--- src/rtl/apb_mem_slave_if.sv ---
// APB3 bus bundle between the interconnect and the scratch-memory front-end.
// Signal names follow the APB3 convention so they read the same as the bus documentation.
interface apb_mem_slave_if #(
   parameter int PADDR_WIDTH = 32,
   parameter int DATA_WIDTH  = 8
);
   logic                   PSEL;
   logic                   PENABLE;
   logic                   PWRITE;
   logic [PADDR_WIDTH-1:0] PADDR;
   logic [DATA_WIDTH-1:0]  PWDATA;
   logic [DATA_WIDTH-1:0]  PRDATA;
   logic                   PREADY;
   logic                   PSLVERR;

   modport master (
      output PSEL, PENABLE, PWRITE, PADDR, PWDATA,
      input  PRDATA, PREADY, PSLVERR
   );

   modport slave (
      input  PSEL, PENABLE, PWRITE, PADDR, PWDATA,
      output PRDATA, PREADY, PSLVERR
   );
endinterface

--- src/rtl/apb_mem_slave.sv ---
// APB3 slave front-end for a synchronous scratch memory: one registered memory strobe per
// transfer, fixed wait states, PSLVERR for addresses above the memory range.
//
// state | meaning
// IDLE  | waiting for a setup phase; in-range -> strobe memory, out-of-range -> error response
// CMD   | memory strobes high this cycle; memory acts on the closing edge
// WAIT  | read data from memory is valid; capture it into PRDATA
// RESP  | PREADY high for one cycle, transfer completes
module apb_mem_slave #(
   parameter int ADDR_WIDTH  = 8,
   parameter int DATA_WIDTH  = 8,
   parameter int PADDR_WIDTH = 32
) (
   input  logic                  clk,
   input  logic                  rst_n,
   apb_mem_slave_if.slave        apb,
   output logic [ADDR_WIDTH-1:0] mem_addr,
   output logic                  mem_ce,
   output logic                  mem_wren,
   output logic                  mem_rden,
   output logic [DATA_WIDTH-1:0] mem_wr_data,
   input  logic [DATA_WIDTH-1:0] mem_rd_data
);

   typedef enum logic [1:0] {
      ST_IDLE = 2'd0,
      ST_CMD  = 2'd1,
      ST_WAIT = 2'd2,
      ST_RESP = 2'd3
   } state_t;

   state_t                r_state;
   logic                  r_is_wr;
   logic [DATA_WIDTH-1:0] r_prdata;
   logic                  r_pready;
   logic                  r_pslverr;
   logic [ADDR_WIDTH-1:0] r_mem_addr;
   logic                  r_mem_ce;
   logic                  r_mem_wren;
   logic                  r_mem_rden;
   logic [DATA_WIDTH-1:0] r_mem_wr_data;

   state_t                w_state_nxt;
   logic                  w_is_wr_nxt;
   logic [DATA_WIDTH-1:0] w_prdata_nxt;
   logic                  w_pready_nxt;
   logic                  w_pslverr_nxt;
   logic [ADDR_WIDTH-1:0] w_mem_addr_nxt;
   logic                  w_mem_ce_nxt;
   logic                  w_mem_wren_nxt;
   logic                  w_mem_rden_nxt;
   logic [DATA_WIDTH-1:0] w_mem_wr_data_nxt;

   logic                  w_setup;
   logic                  w_in_range;

   // Only the setup cycle is acted on; PENABLE=1 seen in IDLE is a master error and ignored.
   assign w_setup    = apb.PSEL && !apb.PENABLE;
   assign w_in_range = (apb.PADDR[PADDR_WIDTH-1:ADDR_WIDTH] == '0);

   always_ff @(posedge clk or negedge rst_n) begin
      if (!rst_n) begin
         r_state       <= ST_IDLE;
         r_is_wr       <= 1'b0;
         r_prdata      <= '0;
         r_pready      <= 1'b0;
         r_pslverr     <= 1'b0;
         r_mem_addr    <= '0;
         r_mem_ce      <= 1'b0;
         r_mem_wren    <= 1'b0;
         r_mem_rden    <= 1'b0;
         r_mem_wr_data <= '0;
      end else begin
         r_state       <= w_state_nxt;
         r_is_wr       <= w_is_wr_nxt;
         r_prdata      <= w_prdata_nxt;
         r_pready      <= w_pready_nxt;
         r_pslverr     <= w_pslverr_nxt;
         r_mem_addr    <= w_mem_addr_nxt;
         r_mem_ce      <= w_mem_ce_nxt;
         r_mem_wren    <= w_mem_wren_nxt;
         r_mem_rden    <= w_mem_rden_nxt;
         r_mem_wr_data <= w_mem_wr_data_nxt;
      end
   end

   // Strobes and PREADY default low so each is a single-cycle pulse; address/data/PRDATA hold.
   always_comb begin
      w_state_nxt       = r_state;
      w_is_wr_nxt       = r_is_wr;
      w_prdata_nxt      = r_prdata;
      w_pready_nxt      = 1'b0;
      w_pslverr_nxt     = 1'b0;
      w_mem_addr_nxt    = r_mem_addr;
      w_mem_ce_nxt      = 1'b0;
      w_mem_wren_nxt    = 1'b0;
      w_mem_rden_nxt    = 1'b0;
      w_mem_wr_data_nxt = r_mem_wr_data;

      case (r_state)
         ST_IDLE: begin
            if (w_setup) begin
               if (w_in_range) begin
                  w_mem_addr_nxt    = apb.PADDR[ADDR_WIDTH-1:0];
                  w_mem_wr_data_nxt = apb.PWDATA;
                  w_is_wr_nxt       = apb.PWRITE;
                  w_mem_ce_nxt      = 1'b1;
                  w_mem_wren_nxt    = apb.PWRITE;
                  w_mem_rden_nxt    = !apb.PWRITE;
                  w_state_nxt       = ST_CMD;
               end else begin
                  w_pready_nxt  = 1'b1;
                  w_pslverr_nxt = 1'b1;
                  w_prdata_nxt  = '0;
                  w_state_nxt   = ST_RESP;
               end
            end
         end
         ST_CMD: begin
            if (r_is_wr) begin
               w_pready_nxt = 1'b1;
               w_state_nxt  = ST_RESP;
            end else begin
               w_state_nxt  = ST_WAIT;
            end
         end
         ST_WAIT: begin
            w_prdata_nxt = mem_rd_data;
            w_pready_nxt = 1'b1;
            w_state_nxt  = ST_RESP;
         end
         ST_RESP: begin
            w_state_nxt = ST_IDLE;
         end
         default: begin
            w_state_nxt = ST_IDLE;
         end
      endcase
   end

   assign apb.PRDATA  = r_prdata;
   assign apb.PREADY  = r_pready;
   assign apb.PSLVERR = r_pslverr;

   assign mem_addr    = r_mem_addr;
   assign mem_ce      = r_mem_ce;
   assign mem_wren    = r_mem_wren;
   assign mem_rden    = r_mem_rden;
   assign mem_wr_data = r_mem_wr_data;

endmodule
--- src/flat_wrapper.sv ---
// flat-port wrapper written by rule: the top's interface ports become plain ports
module apb_mem_slave_flat 
#(
   parameter int ADDR_WIDTH  = 8,
   parameter int DATA_WIDTH  = 8,
   parameter int PADDR_WIDTH = 32
)
  (clk, rst_n, mem_addr, mem_ce, mem_wren, mem_rden, mem_wr_data, mem_rd_data, apb_PSEL, apb_PENABLE, apb_PWRITE, apb_PADDR, apb_PWDATA, apb_PRDATA, apb_PREADY, apb_PSLVERR);
  apb_mem_slave_if #(.PADDR_WIDTH(PADDR_WIDTH), .DATA_WIDTH(DATA_WIDTH)) apb_i ();
  input  logic clk;
  input  logic rst_n;
  output logic [ADDR_WIDTH-1:0] mem_addr;
  output logic mem_ce;
  output logic mem_wren;
  output logic mem_rden;
  output logic [DATA_WIDTH-1:0] mem_wr_data;
  input  logic [DATA_WIDTH-1:0] mem_rd_data;
  input wire logic [$bits(apb_i.PSEL)-1:0] apb_PSEL;
  input wire logic [$bits(apb_i.PENABLE)-1:0] apb_PENABLE;
  input wire logic [$bits(apb_i.PWRITE)-1:0] apb_PWRITE;
  input wire logic [$bits(apb_i.PADDR)-1:0] apb_PADDR;
  input wire logic [$bits(apb_i.PWDATA)-1:0] apb_PWDATA;
  output wire logic [$bits(apb_i.PRDATA)-1:0] apb_PRDATA;
  output wire logic [$bits(apb_i.PREADY)-1:0] apb_PREADY;
  output wire logic [$bits(apb_i.PSLVERR)-1:0] apb_PSLVERR;
  assign apb_i.PSEL = apb_PSEL;
  assign apb_i.PENABLE = apb_PENABLE;
  assign apb_i.PWRITE = apb_PWRITE;
  assign apb_i.PADDR = apb_PADDR;
  assign apb_i.PWDATA = apb_PWDATA;
  assign apb_PRDATA = apb_i.PRDATA;
  assign apb_PREADY = apb_i.PREADY;
  assign apb_PSLVERR = apb_i.PSLVERR;
  apb_mem_slave #(.ADDR_WIDTH(ADDR_WIDTH), .DATA_WIDTH(DATA_WIDTH), .PADDR_WIDTH(PADDR_WIDTH)) u_core (.clk(clk), .rst_n(rst_n), .apb(apb_i), .mem_addr(mem_addr), .mem_ce(mem_ce), .mem_wren(mem_wren), .mem_rden(mem_rden), .mem_wr_data(mem_wr_data), .mem_rd_data(mem_rd_data));
endmodule
--- config.mk ---
export PLATFORM = sky130hd
export DESIGN_NAME = apb_mem_slave_flat
export DESIGN_NICKNAME = d
export VERILOG_FILES = /design/src/rtl/apb_mem_slave_if.sv /design/src/rtl/apb_mem_slave.sv /design/src/flat_wrapper.sv
export SDC_FILE = /design/constraint.sdc
export NUM_CORES = 1
export LEC_CHECK = 0
export CAP_MARGIN = 10
export CORE_ASPECT_RATIO = 1.5
export CORE_MARGIN = 2
export CORE_UTILIZATION = 29
export CTS_CLUSTER_DIAMETER = 40
export DETAILED_ROUTE_END_ITERATION = 8
export GPL_ROUTABILITY_DRIVEN = 1
export PLACE_DENSITY = 0.62
export SETUP_SLACK_MARGIN = 0.2
export SYNTH_ARGS = -nofsm -noshare
export SYNTH_HDL_FRONTEND = slang
export SYNTH_SLANG_ARGS = --single-unit
--- constraint.sdc ---
create_clock -name clk -period 2.7 [get_ports clk]
set_input_delay 0.81 -clock clk [delete_from_list [all_inputs] [get_ports clk]]
set_output_delay 0.81 -clock clk [all_outputs]
set_load 0.01 [all_outputs]
## Word level (Yosys, flattened, before mapping)

Index checks and enable logic that the tools add are counted.
Widths: inputs -> output; s select.

| word-level totals | value |
|---|---|
| register bits | 32 |
| bits of input ports | 53 |
| output and inout port bits | 29 |
| logic and storage cells | 44 |

| cells by class | value |
|---|---|
| equality and inequality tests | 5 |
| mux-type cells | 21 |
| reductions and logical operators | 8 |

Operator list:

| cell | count |
|---|---|
| $logic_not 24->1 | 1 |
| $mux 8 | 2 |
| $pmux 8 s2 | 1 |
| $mux 1 | 14 |
| $pmux 2 s4 | 1 |
| $reduce_and 3->1 | 2 |
| $eq 2x2->1 const B | 2 |
| $mux 2 | 2 |
| $pmux 1 s3 | 1 |
| $eq 2x1->1 const B | 1 |
| $logic_not 1->1 | 2 |
| $logic_not 2->1 | 1 |
| $ne 2x1->1 const B | 1 |
| $ne 2x2->1 const B | 1 |
| $reduce_bool 2->1 | 1 |
| $logic_and 1x1->1 | 1 |

## Logic depth before layout (Yosys ltp)

Gate-level depths: netlist of the first run.

| logic depth | value |
|---|---|
| depth after elaboration | 4 |
| mapped depth | 8 |
| depth with buffers taken out | 6 |

## Least setup slack after synthesis of the first run

OpenSTA, ideal clock, no wires.

| timing path | value |
|---|---|
| kind | input port to flip-flop |
| start point | input port apb_PADDR[17] |
| end point | register u_core.r_mem_addr[0], in the netlist u_core.mem_addr[0] |
| setup time | 0.127 ns |
| arrival time | 2.099 ns |
| data required time | 2.573 ns |
| setup slack | 0.474 ns |
| cell stages on the path | 5 |
| buffers on the path | 1 |
| cells stage by stage | nor4_2 > nand3_1 > nor2_4 > buf_6 > mux2_1 |

| on the way | value |
|---|---|
| word-level cells in the longest chain between the ends | 2 |

RTL lines:

| what | RTL line | RTL |
|---|---|---|
| start: declaration | flat_wrapper.sv:21 | `input wire logic [$bits(apb_i.PADDR)-1:0] apb_PADDR;` |
| $logic_not 24->1 | apb_mem_slave.sv:59 | `assign w_in_range = (apb.PADDR[PADDR_WIDTH-1:ADDR_WIDTH] == '0);` |
| $reduce_and 3->1 (no line) | - |  |
| end signal: assignment | apb_mem_slave.sv:79 | `r_mem_addr <= w_mem_addr_nxt;` |
| end: declaration | apb_mem_slave.sv:37 | `logic [ADDR_WIDTH-1:0] r_mem_addr;` |

Every way passes these cells.
A chain may end at the register's enable or synchronous reset.

## Worst setup path in the final report of the first run

| timing path | value |
|---|---|
| start point | input port apb_PADDR[30] |
| end point | register u_core.r_prdata[4], in the netlist u_core.apb.PRDATA[4] |

| on the way | value |
|---|---|
| word-level cells in the longest chain between the ends | 3 |

RTL lines:

| what | RTL line | RTL |
|---|---|---|
| $logic_not 24->1 | apb_mem_slave.sv:59 |  |
| $ne 2x2->1 (no line) | - |  |
| $reduce_and 3->1 (no line) | - |  |
| end signal: assignment | apb_mem_slave.sv:76 | `r_prdata <= w_prdata_nxt;` |
| end: declaration | apb_mem_slave.sv:34 | `logic [DATA_WIDTH-1:0] r_prdata;` |

Every way passes these cells.

==> results.json, run 1 <==
{
  "dieArea_sq_um": 5960,
  "ys_seq_elements": 32,
  "core_sq_um": 5160,
  "worst_slack_ns": 0.304,
  "worstHoldPathType": "reg -> reg",
  "cts.sinks": 32,
  "worstSetupStartpointType": "primary input",
  "area_growth_pct": 66.0,
  "p_int_mw": 1.16,
  "initial_utilization_pct": 30.0,
  "crit_type": "in -> reg",
  "first_pass_iters": 4,
  "synthTopCellsByArea": "dfrtp_1 52%, mux2_2 7.3%, mux2_1 5.8%",
  "final_hold_viol_count": 0,
  "fmax_mhz": 417,
  "grt_pass1_wl_mm": 6.27,
  "synth_cells": 120,
  "cts-buffers-inserted": 5,
  "grt_overflow_total": 0,
  "hpwl_mm": 3.00,
  "drv_cap": 0,
  "comb_power_share_pct": 35.7,
  "yosysTopAreaCellShare_pct": 51.7,
  "status": "finished clean",
  "endpoint_kind": "flop",
  "yosysSeqAreaShare_pct": 51.7,
  "layout.nets": 266,
  "antenna_found_initial": 0,
  "p_leak_nw": 1.13,
  "worst_pin_slew_ns": 0.578,
  "io_buffer_count": 81,
  "peakVddDrop_mv": 0.326,
  "yosysWarnings": 0,
  "power_switching_mw": 0.479,
  "slew_viol_final": 0,
  "dr.first_iter.drc_count": 24,
  "synth_top_area_cell": "dfrtp_1",
  "ant_nets": 0,
  "power_mw": 1.64,
  "die_width_microns": 63.7,
  "synth_nets": 177,
  "setup_viol": 0,
  "grt_pass1_vias": 1443,
  "cts_tree": "yes",
  "pwr-share-clk_pct": 27.0,
  "p_per_area_nw_per_um2": 638,
  "fin_crit_sh_pct": 88.7,
  "grt_usage_pct": 13.4,
  "final_cell_area_sq_um": 2570,
  "core.rowCount": 32,
  "rsz0062_at_grt": "yes",
  "syn_avg_cell_area_sq_um": 12.9,
  "slew_headroom_pct": 61.3,
  "power_frac_seq_pct": 37.4,
  "via_per_inst": 4.83,
  "critPathRequiredTime_ns": 2.92,
  "grt_max_degree": 33,
  "power_switching_share_pct": 29.1,
  "synthesis.area_sq_um": 1550,
  "gp_congestion": 0.677,
  "dp_slack_ns": -0.115,
  "layoutNonFillerInstCount": 278,
  "cts_buffer_depth": 2,
  "drive_gt1_share_pct": 18.1,
  "wl_mm": 3.80,
  "wl_per_cell_microns": 13.7,
  "antenna-diode-count": 0,
  "route.detailed.drc": 0,
  "clk_pin_slew_worst_paths_ns": 0.06,
  "h-tree-depth": 2,
  "cp_max_fo": 10,
  "die_h_microns": 93.5,
  "dp_cells": 270,
  "holdBufCountCts": 0,
  "vias": 1343,
  "skew_ns": 0.00195,
  "final_util_pct": 49.8,
  "placed_area_sq_um": 2450,
  "synth_cell_types": 31,
  "io_pins": 82,
  "clkLatencyLatePin_ns": 0.28,
  "fin_crit_ns": 2.40,
  "arrival_ns": 2.62,
  "clockRootBuffer": "clkbuf_8"
}
## final timing paths
check                                       from                    end  slack (ns)  cells past startpoint
setup / recovery                   apb_PADDR[30]   u_core.apb.PRDATA[4]        0.30                      6
hold / removal             u_core.mem_wr_data[5]  u_core.mem_wr_data[5]        0.48                      1
setup reg to reg               u_core.r_state[0]   u_core.apb.PRDATA[0]        0.74                      5
hold reg to reg            u_core.mem_wr_data[5]  u_core.mem_wr_data[5]        0.48                      1
max in group asynchronous                  rst_n     u_core.mem_addr[6]        1.48                      2
min in group asynchronous                  rst_n     u_core.mem_addr[1]        0.94                      2
## Yosys cell counts
library cell,n
clkbuf_4,1
nor2b_1,2
a21oi_1,2
a21boi_2,1
o21ai_0,1
inv_1,11
nand2_1,2
nand4_1,1
nor4_1,2
mux2_2,10
and2_2,1
mux2i_1,1
nor4_2,4
clkbuf_8,1
and3b_1,1
nor2_4,1
buf_6,3
and4_2,1
and2_1,1
a2111oi_0,6
mux2_1,8
nor2_1,2
ha_1,4
and3_2,4
a221o_1,8
a31oi_1,1
nor3_1,1
a2111oi_1,2
nand3_1,1
and3_1,4
dfrtp_1,32
## stage by stage
stage | setup TNS (ns) | hold slack, ns
after global placement | 0 | 0.467
final | 0 | 0.482
after global routing | 0 | 0.505
after floorplan | 0 | 0.481
after detailed placement | -0.167 | 0.474
after CTS | 0 | 0.489
## power groups by stage
stage	Sequential, mW	Clock [mW]	Combinational, mW
after floorplan	0.640	0	0.294
after global placement	0.614	0	0.554
after detailed placement	0.621	0	0.582
after CTS	0.612	0.457	0.586
after global routing	0.621	0.482	0.648
final	0.614	0.443	0.586
## cell usage in the layout (no fill, tap or decap)
cell	Yosys	layout
and3_1	4	4
a21boi_2	1	1
a31oi_1	1	1
a21oi_1	2	2
buf_12	0	1
and2_2	1	1
mux2i_1	1	1
clkinv_2	0	1
bufinv_16	0	1
nor2b_2	0	1
nand2_1	2	2
and3b_1	1	1
mux2_2	10	10
and3_2	4	4
mux2_1	8	8
a2111oi_1	2	4
a221o_1	8	8
clkdlybuf4s50_1	0	81
dfrtp_1	32	32
nor2_1	2	2
nor2_4	1	1
buf_4	0	5
clkbuf_8	1	5
nor3_1	1	1
nor4_2	4	6
a2111oi_0	6	4
and4_2	1	1
clkbuf_1	0	1
nor2b_1	2	1
nand3_1	1	1
o21ai_0	1	1
inv_1	11	11
ha_1	4	4
nand4_1	1	1
and2_1	1	1
## worst max-delay path, stage by stage
cell,delay (ns)
clkdlybuf4s50_1,0.41
nor4_2,0.30
nand4_1,0.22
buf_4,0.23
a2111oi_1,0.46
a221o_1,0.18
## layout make-up
cell class	instances	area, sq um
fillers	457	2590
repair buffers	87	868
flip-flops and latches	32	801
multi-input cells	72	671
well taps	68	85.1
clock buffers	6	72.6
inverters	11	41.3
clock inverters	2	35.0
## per-layer routing
layer	GRT usage [%]	part of all wire [%]	up-vias
met5	0	0	-
met4	6.88	1.7	0
met3	3.85	8.5	6
met2	23.9	52	73
met1	14.0	38	632
li1	-	-	632
## flip-flops by register name, indices dropped and copies added (netlist names)
register            count
u_core.apb.PREADY       1
u_core.mem_wr_data      8
u_core.mem_addr         8
u_core.mem_wren         1
u_core.r_state          2
u_core.mem_ce           1
u_core.apb.PRDATA       8
u_core.apb.PSLVERR      1
u_core.r_is_wr          1
u_core.mem_rden         1
## cells by family after synthesis
group           Yosys count  share of synthesized area [%]
simple gates             28                           13.2
fa+ha+maj                 4                           3.23
mux                      19                           13.7
flops                    32                           51.7
compound gates           21                           11.9
buf+inv                  16                           6.21
## what timing repair did
| item | 4_1_cts | 5_1_grt |
|---|---|---|
| endpoints found under the setup margin | 1 | 7 |
| resized for setup | 1 | 4 |
| cloned | 0 | 0 |
| endpoints found under the hold margin | 0 | 0 |
| buffers inserted | 0 | 0 |
Note: power is estimated with default switching activity, not from simulation.
==> run 2, diff against run 1 <==
==> constraint.sdc (replaced) <==
create_clock -name clk -period 2.7 [get_ports clk]
set_input_delay 0.54 -clock clk [delete_from_list [all_inputs] [get_ports clk]]
set_output_delay 0.54 -clock clk [all_outputs]
set_load 0.01 [all_outputs]
==> run 2 against run 1 <==
Clock power rose by 2%; global-route usage up 0.62 points; cell count fell by 0.36%; clock-buffer cell count shrank 1; sequential power decreased by 1%; hold slack gained 0.0020 ns; final area down 0.73%; power about the same.
==> results.json, run 2 (synthesis gave the netlist of run 1 again) <==
{
  "status": "finished clean",
  "p_per_area_nw_per_um2": 643,
  "dieArea_sq_um": 5960,
  "grt_overflow_total": 0,
  "endpoint_kind": "flop",
  "critPathRequiredTime_ns": 2.92,
  "fin_crit_sh_pct": 84.7,
  "grt_max_degree": 33,
  "clk_pin_slew_worst_paths_ns": 0.07,
  "clockRootBuffer": "clkbuf_8",
  "post-cts-setup-buffers": 0,
  "wl_met3_microns": 281,
  "crit_start": "apb_PADDR[13]",
  "top_layer_used": "met4",
  "rsz0062_at_grt": "no",
  "antenna-diode-count": 0,
  "cp_max_fo": 10,
  "layoutNonFillerInstCount": 277,
  "worstSetupStartpointType": "primary input",
  "power_mw": 1.64,
  "grt_pass1_wl_mm": 6.41,
  "grt_usage_pct": 14.0,
  "crit_type": "in -> reg",
  "crit_end": "u_core.apb.PRDATA[4]",
  "worst_pin_slew_ns": 0.585,
  "cts_tree": "yes",
  "first_pass_iters": 4,
  "io_buffer_count": 81,
  "finalSetupTns_ns": 0,
  "holdWs_ns": 0.484,
  "holdBufCountCts": 0,
  "final_cell_area_sq_um": 2550,
  "drv_cap": 0,
  "cts-buffers-inserted": 5,
  "final_hold_viol_count": 0,
  "die_width_microns": 63.7,
  "skew_ns": 0.00440,
  "drive_gt1_share_pct": 17.2,
  "placed_area_sq_um": 2440,
  "p_leak_nw": 1.13,
  "final_cell_mix": "81 x clkdlybuf4s50_1, 32 x dfrtp_1, 11 x inv_1, 10 x mux2_2",
  "route.detailed.drc": 0,
  "reg2reg_from": "u_core.r_state[0]",
  "worstHoldPathType": "reg -> reg",
  "cpPeakStageDelay_ns": 0.56,
  "setup_viol": 0,
  "regToRegSetupSlack_ns": 0.67,
  "gp_congestion": 0.665,
  "dr_wl_met2_mm": 2.10,
  "arrival_ns": 2.51,
  "wl_met1_mm": 1.50,
  "layout_commonest_cell": "clkdlybuf4s50_1",
  "initial_utilization_pct": 30.0,
  "cts_buffer_depth": 2,
  "core_sq_um": 5160,
  "peakVddDrop_mv": 0.215,
  "dr.first_iter.drc_count": 44,
  "die_h_microns": 93.5,
  "r2r_cells": 5,
  "via_per_inst": 4.79,
  "slew_viol_final": 0,
  "worstReg2RegEnd": "u_core.apb.PRDATA[4]",
  "h-tree-depth": 2,
  "antenna_found_initial": 0,
  "vias": 1328,
  "wl_per_cell_microns": 14.2,
  "fmax_mhz": 437,
  "area_growth_pct": 64.8,
  "ant_nets": 0,
  "slew_headroom_pct": 60.8,
  "cts.sinks": 32,
  "slowest_stage": "a2111oi_0",
  "core.rowCount": 32,
  "dp_cells": 269,
  "hpwl_mm": 3.11,
  "clkLatencyLatePin_ns": 0.28,
  "grt_pass1_vias": 1418,
  "crit_path_cell_trace": "clkdlybuf4s50_1, nor4_1, nand4_1, buf_4, a2111oi_0, a221o_1",
  "fin_crit_ns": 2.29,
  "layout.nets": 265,
  "wl_mm": 3.92,
  "cts_resized": 0,
  "io_pins": 82
}
-- run 2: cell count changes in the layout (fill, tap and decap cells not counted), sizes merged --
cell      before  now
clkinvlp       0    1
buf            6    5
clkbuf         6    5
-- run 2: how the worst min path moves through the flow --
stage / start / end / slack, ns / cells past startpoint
finish: u_core.mem_wr_data[5] / u_core.mem_wr_data[5] / 0.48 / 1
global route: u_core.mem_addr[7] / u_core.mem_addr[7] / 0.50 / 1
CTS: u_core.mem_wr_data[5] / u_core.mem_wr_data[5] / 0.49 / 1
detailed placement: u_core.mem_wr_data[5] / u_core.mem_wr_data[5] / 0.48 / 1
global placement: u_core.mem_addr[3] / u_core.mem_addr[3] / 0.47 / 1
floorplan: rst_n / u_core.apb.PRDATA[0] / 0.24 / 0
-- run 2: worst max-delay path, delay by kind of cell --
family	cells	cell delay [ns]
compound gates	2	0.75
simple gates	2	0.59
buf+inv	2	0.64
-- run 2: where the power goes --
| group | internal (mW) | switching (mW) |
|---|---|---|
| combinational | 0.326 | 0.257 |
| sequential | 0.560 | 0.0476 |
| clock | 0.273 | 0.179 |
| total | 1.16 | 0.483 |
-- run 2: final cells by class --
cell class	count	area (sq um)
Inverter	11	41.3
Clock inverter	3	42.5
Timing Repair Buffer	86	861
Fill cell	465	2610
Multi-Input combinational cell	72	656
Tap cell	68	85.1
Sequential cell	32	801
Clock buffer	5	68.8
-- run 2: stage by stage --
step	utilization [%]	setup WS [ns]
floorplan	-	0.741
global placement	47.3	0.298
detailed placement	47.3	0.116
CTS	49.4	0.361
global route	49.5	0.237
finish	49.5	0.413
-- run 2: layer usage --
layer | global-route usage [%] | vias up
li1 | - | 627
met1 | 14.7 | 628
met2 | 26.7 | 69
met3 | 3.61 | 4
met4 | 4.35 | 0
met5 | 0 | -
==> run 3, diff against run 2 <==
--- a/config.mk
+++ b/config.mk
@@ -12,7 +12,7 @@
 export CTS_CLUSTER_DIAMETER = 40
 export DETAILED_ROUTE_END_ITERATION = 8
 export GPL_ROUTABILITY_DRIVEN = 1
-export PLACE_DENSITY = 0.62
+export PLACE_DENSITY = 0.65
 export SETUP_SLACK_MARGIN = 0.2
 export SYNTH_ARGS = -nofsm -noshare
 export SYNTH_HDL_FRONTEND = slang
==> constraint.sdc (replaced) <==
create_clock -name clk -period 2.05 [get_ports clk]
set_input_delay 0.41 -clock clk [delete_from_list [all_inputs] [get_ports clk]]
set_output_delay 0.41 -clock clk [all_outputs]
set_load 0.01 [all_outputs]
==> run 3 against run 2 <==
Clock skew hardly changed; global-route usage is 1.7 points higher; sequential share of layout area is 5.0 points lower; die area stayed put; highest routed layer unchanged.
==> results.json, run 3 (synthesis gave the netlist of run 1 again) <==
{
  "status": "finished clean",
  "regToRegSetupSlack_ns": 0.21,
  "dr.first_iter.drc_count": 81,
  "grt_pass1_wl_mm": 7.18,
  "finalSetupTns_ns": 0,
  "slew_headroom_pct": 54.1,
  "fin_crit_sh_pct": 90.0,
  "final_cell_mix": "59 x clkdlybuf4s50_1, 32 x dfrtp_1, 20 x dlygate4sd2_1, 17 x mux2_4, 17 x buf_4",
  "worst_pin_slew_ns": 0.687,
  "via_per_inst": 4.73,
  "cts_tree": "yes",
  "grt_pass1_vias": 1462,
  "first_pass_iters": 4,
  "p_leak_nw": 1.34,
  "area_growth_pct": 96.0,
  "p_per_area_nw_per_um2": 831,
  "p_int_mw": 1.72,
  "comb_power_share_pct": 44.7,
  "die_h_microns": 93.5,
  "die_width_microns": 63.7,
  "core_sq_um": 5160,
  "clkLatencyLatePin_ns": 0.28,
  "worst_slack_ns": 0.205,
  "antenna-diode-count": 0,
  "power_switching_mw": 0.808,
  "clk_pin_slew_worst_paths_ns": 0.07,
  "crit_type": "reg -> reg",
  "n_fill_cell": 410,
  "h-tree-depth": 2,
  "pwr-share-clk_pct": 23.5,
  "clockRootBuffer": "clkbuf_8",
  "critPathRequiredTime_ns": 2.22,
  "rsz0062_at_grt": "yes",
  "gp_congestion": 0.737,
  "io_buffer_count": 81,
  "final_hold_viol_count": 0,
  "fin_crit_ns": 1.84,
  "endpoint_kind": "flop",
  "io_pins": 82,
  "grt_max_degree": 33,
  "power_frac_seq_pct": 31.8,
  "cts_buffer_depth": 2,
  "slew_viol_final": 0,
  "core.rowCount": 32,
  "grt_overflow_total": 0,
  "worstHoldPathType": "reg -> reg",
  "dp_slack_ns": -0.335,
  "layout_commonest_cell": "clkdlybuf4s50_1",
  "wl_mm": 4.51,
  "wl_per_cell_microns": 15.1,
  "drv_cap": 0,
  "setup_viol": 0,
  "skew_ns": 0.00473,
  "dieArea_sq_um": 5960,
  "worstSetupStartpointType": "flop",
  "fmax_mhz": 542,
  "holdWs_ns": 0.509,
  "layout.nets": 287,
  "cts.sinks": 32,
  "initial_utilization_pct": 30.0,
  "arrival_ns": 2.01,
  "cp_max_fo": 8,
  "cts-buffers-inserted": 5,
  "route.detailed.drc": 0,
  "power_switching_share_pct": 32.0,
  "final_util_pct": 58.8,
  "peakVddDrop_mv": 0.401,
  "antenna_found_initial": 0,
  "grt_usage_pct": 15.7,
  "vias": 1415,
  "drive_gt1_share_pct": 34.6,
  "hpwl_mm": 2.82,
  "ant_nets": 0
}
## run 3: cell types whose count changed in the layout (fill, tap and decap cells not counted), moves of 9 or more
| cell | change |
|---|---|
| buf_4 | +13 |
| mux2_2 | -9 |
| mux2_4 | +17 |
| dlygate4sd2_1 | +20 |
| clkdlybuf4s50_1 | -22 |
## run 3: final timing paths
path | from | cells after the start | end
max | u_core.r_state[0] | 9 | u_core.mem_addr[3]
min | u_core.mem_wr_data[7] | 1 | u_core.mem_wr_data[7]
max reg2reg | u_core.r_state[0] | 9 | u_core.mem_addr[3]
min reg2reg | u_core.mem_wr_data[7] | 1 | u_core.mem_wr_data[7]
max in group asynchronous | rst_n | 2 | u_core.mem_wr_data[2]
min in group asynchronous | rst_n | 2 | u_core.mem_addr[0]
## run 3: per-layer routing
layer  vias up  global-route usage (%)  part of all wire, %
met5         -                       0                    0
met4         0                    7.07                  1.4
met3         4                    2.89                  5.1
met2        70                    26.5                   52
met1       669                    19.3                   42
li1        672                       -                    -
## run 3: area by class of cell
class,instances,area [sq um],area share [%]
clock buffer,6,72.6,2.39
inverter,11,41.3,1.36
multi-input combinational,72,918,30.2
sequential,32,801,26.4
tap,68,85.1,2.80
clock inverter,2,35.0,1.15
timing repair buffer,108,1080,35.7
## run 3: through the flow
step | instance area [sq um] | std cells | power (mW)
final | 3040 | 299 | 2.52
after global routing | 3040 | 299 | 2.68
after CTS | 2910 | 297 | 2.41
after detailed placement | 2520 | 277 | 1.60
after global placement | 2520 | 277 | 1.58
after floorplan | 1570 | 120 | 1.24
## run 3: power groups by stage
stage	clock network, mW	logic, mW	registers (mW)
2_1_floorplan	0	0.396	0.843
3_3_place_gp	0	0.765	0.815
3_5_place_dp	0	0.786	0.817
4_1_cts	0.613	0.993	0.801
5_1_grt	0.636	1.23	0.813
6_report	0.593	1.13	0.803
## run 3: what timing repair did
action                                  in CTS  in global routing
pin swaps                                    9                 14
gates resized for setup                     63                 17
hold buffers                                 0                  0
endpoints found under the setup margin      27                 27
buffers inserted                            10                  2
cloned                                       2                  0
## run 3: critical path, stage by stage (launching register included)
cell and delay (ns):
dfrtp_1 0.39, inv_2 0.09, ha_4 0.16, and3b_2 0.24, nand3_4 0.09, nor2_4 0.13, buf_6 0.10, buf_6 0.10
buf_16 0.12, mux2_4 0.30
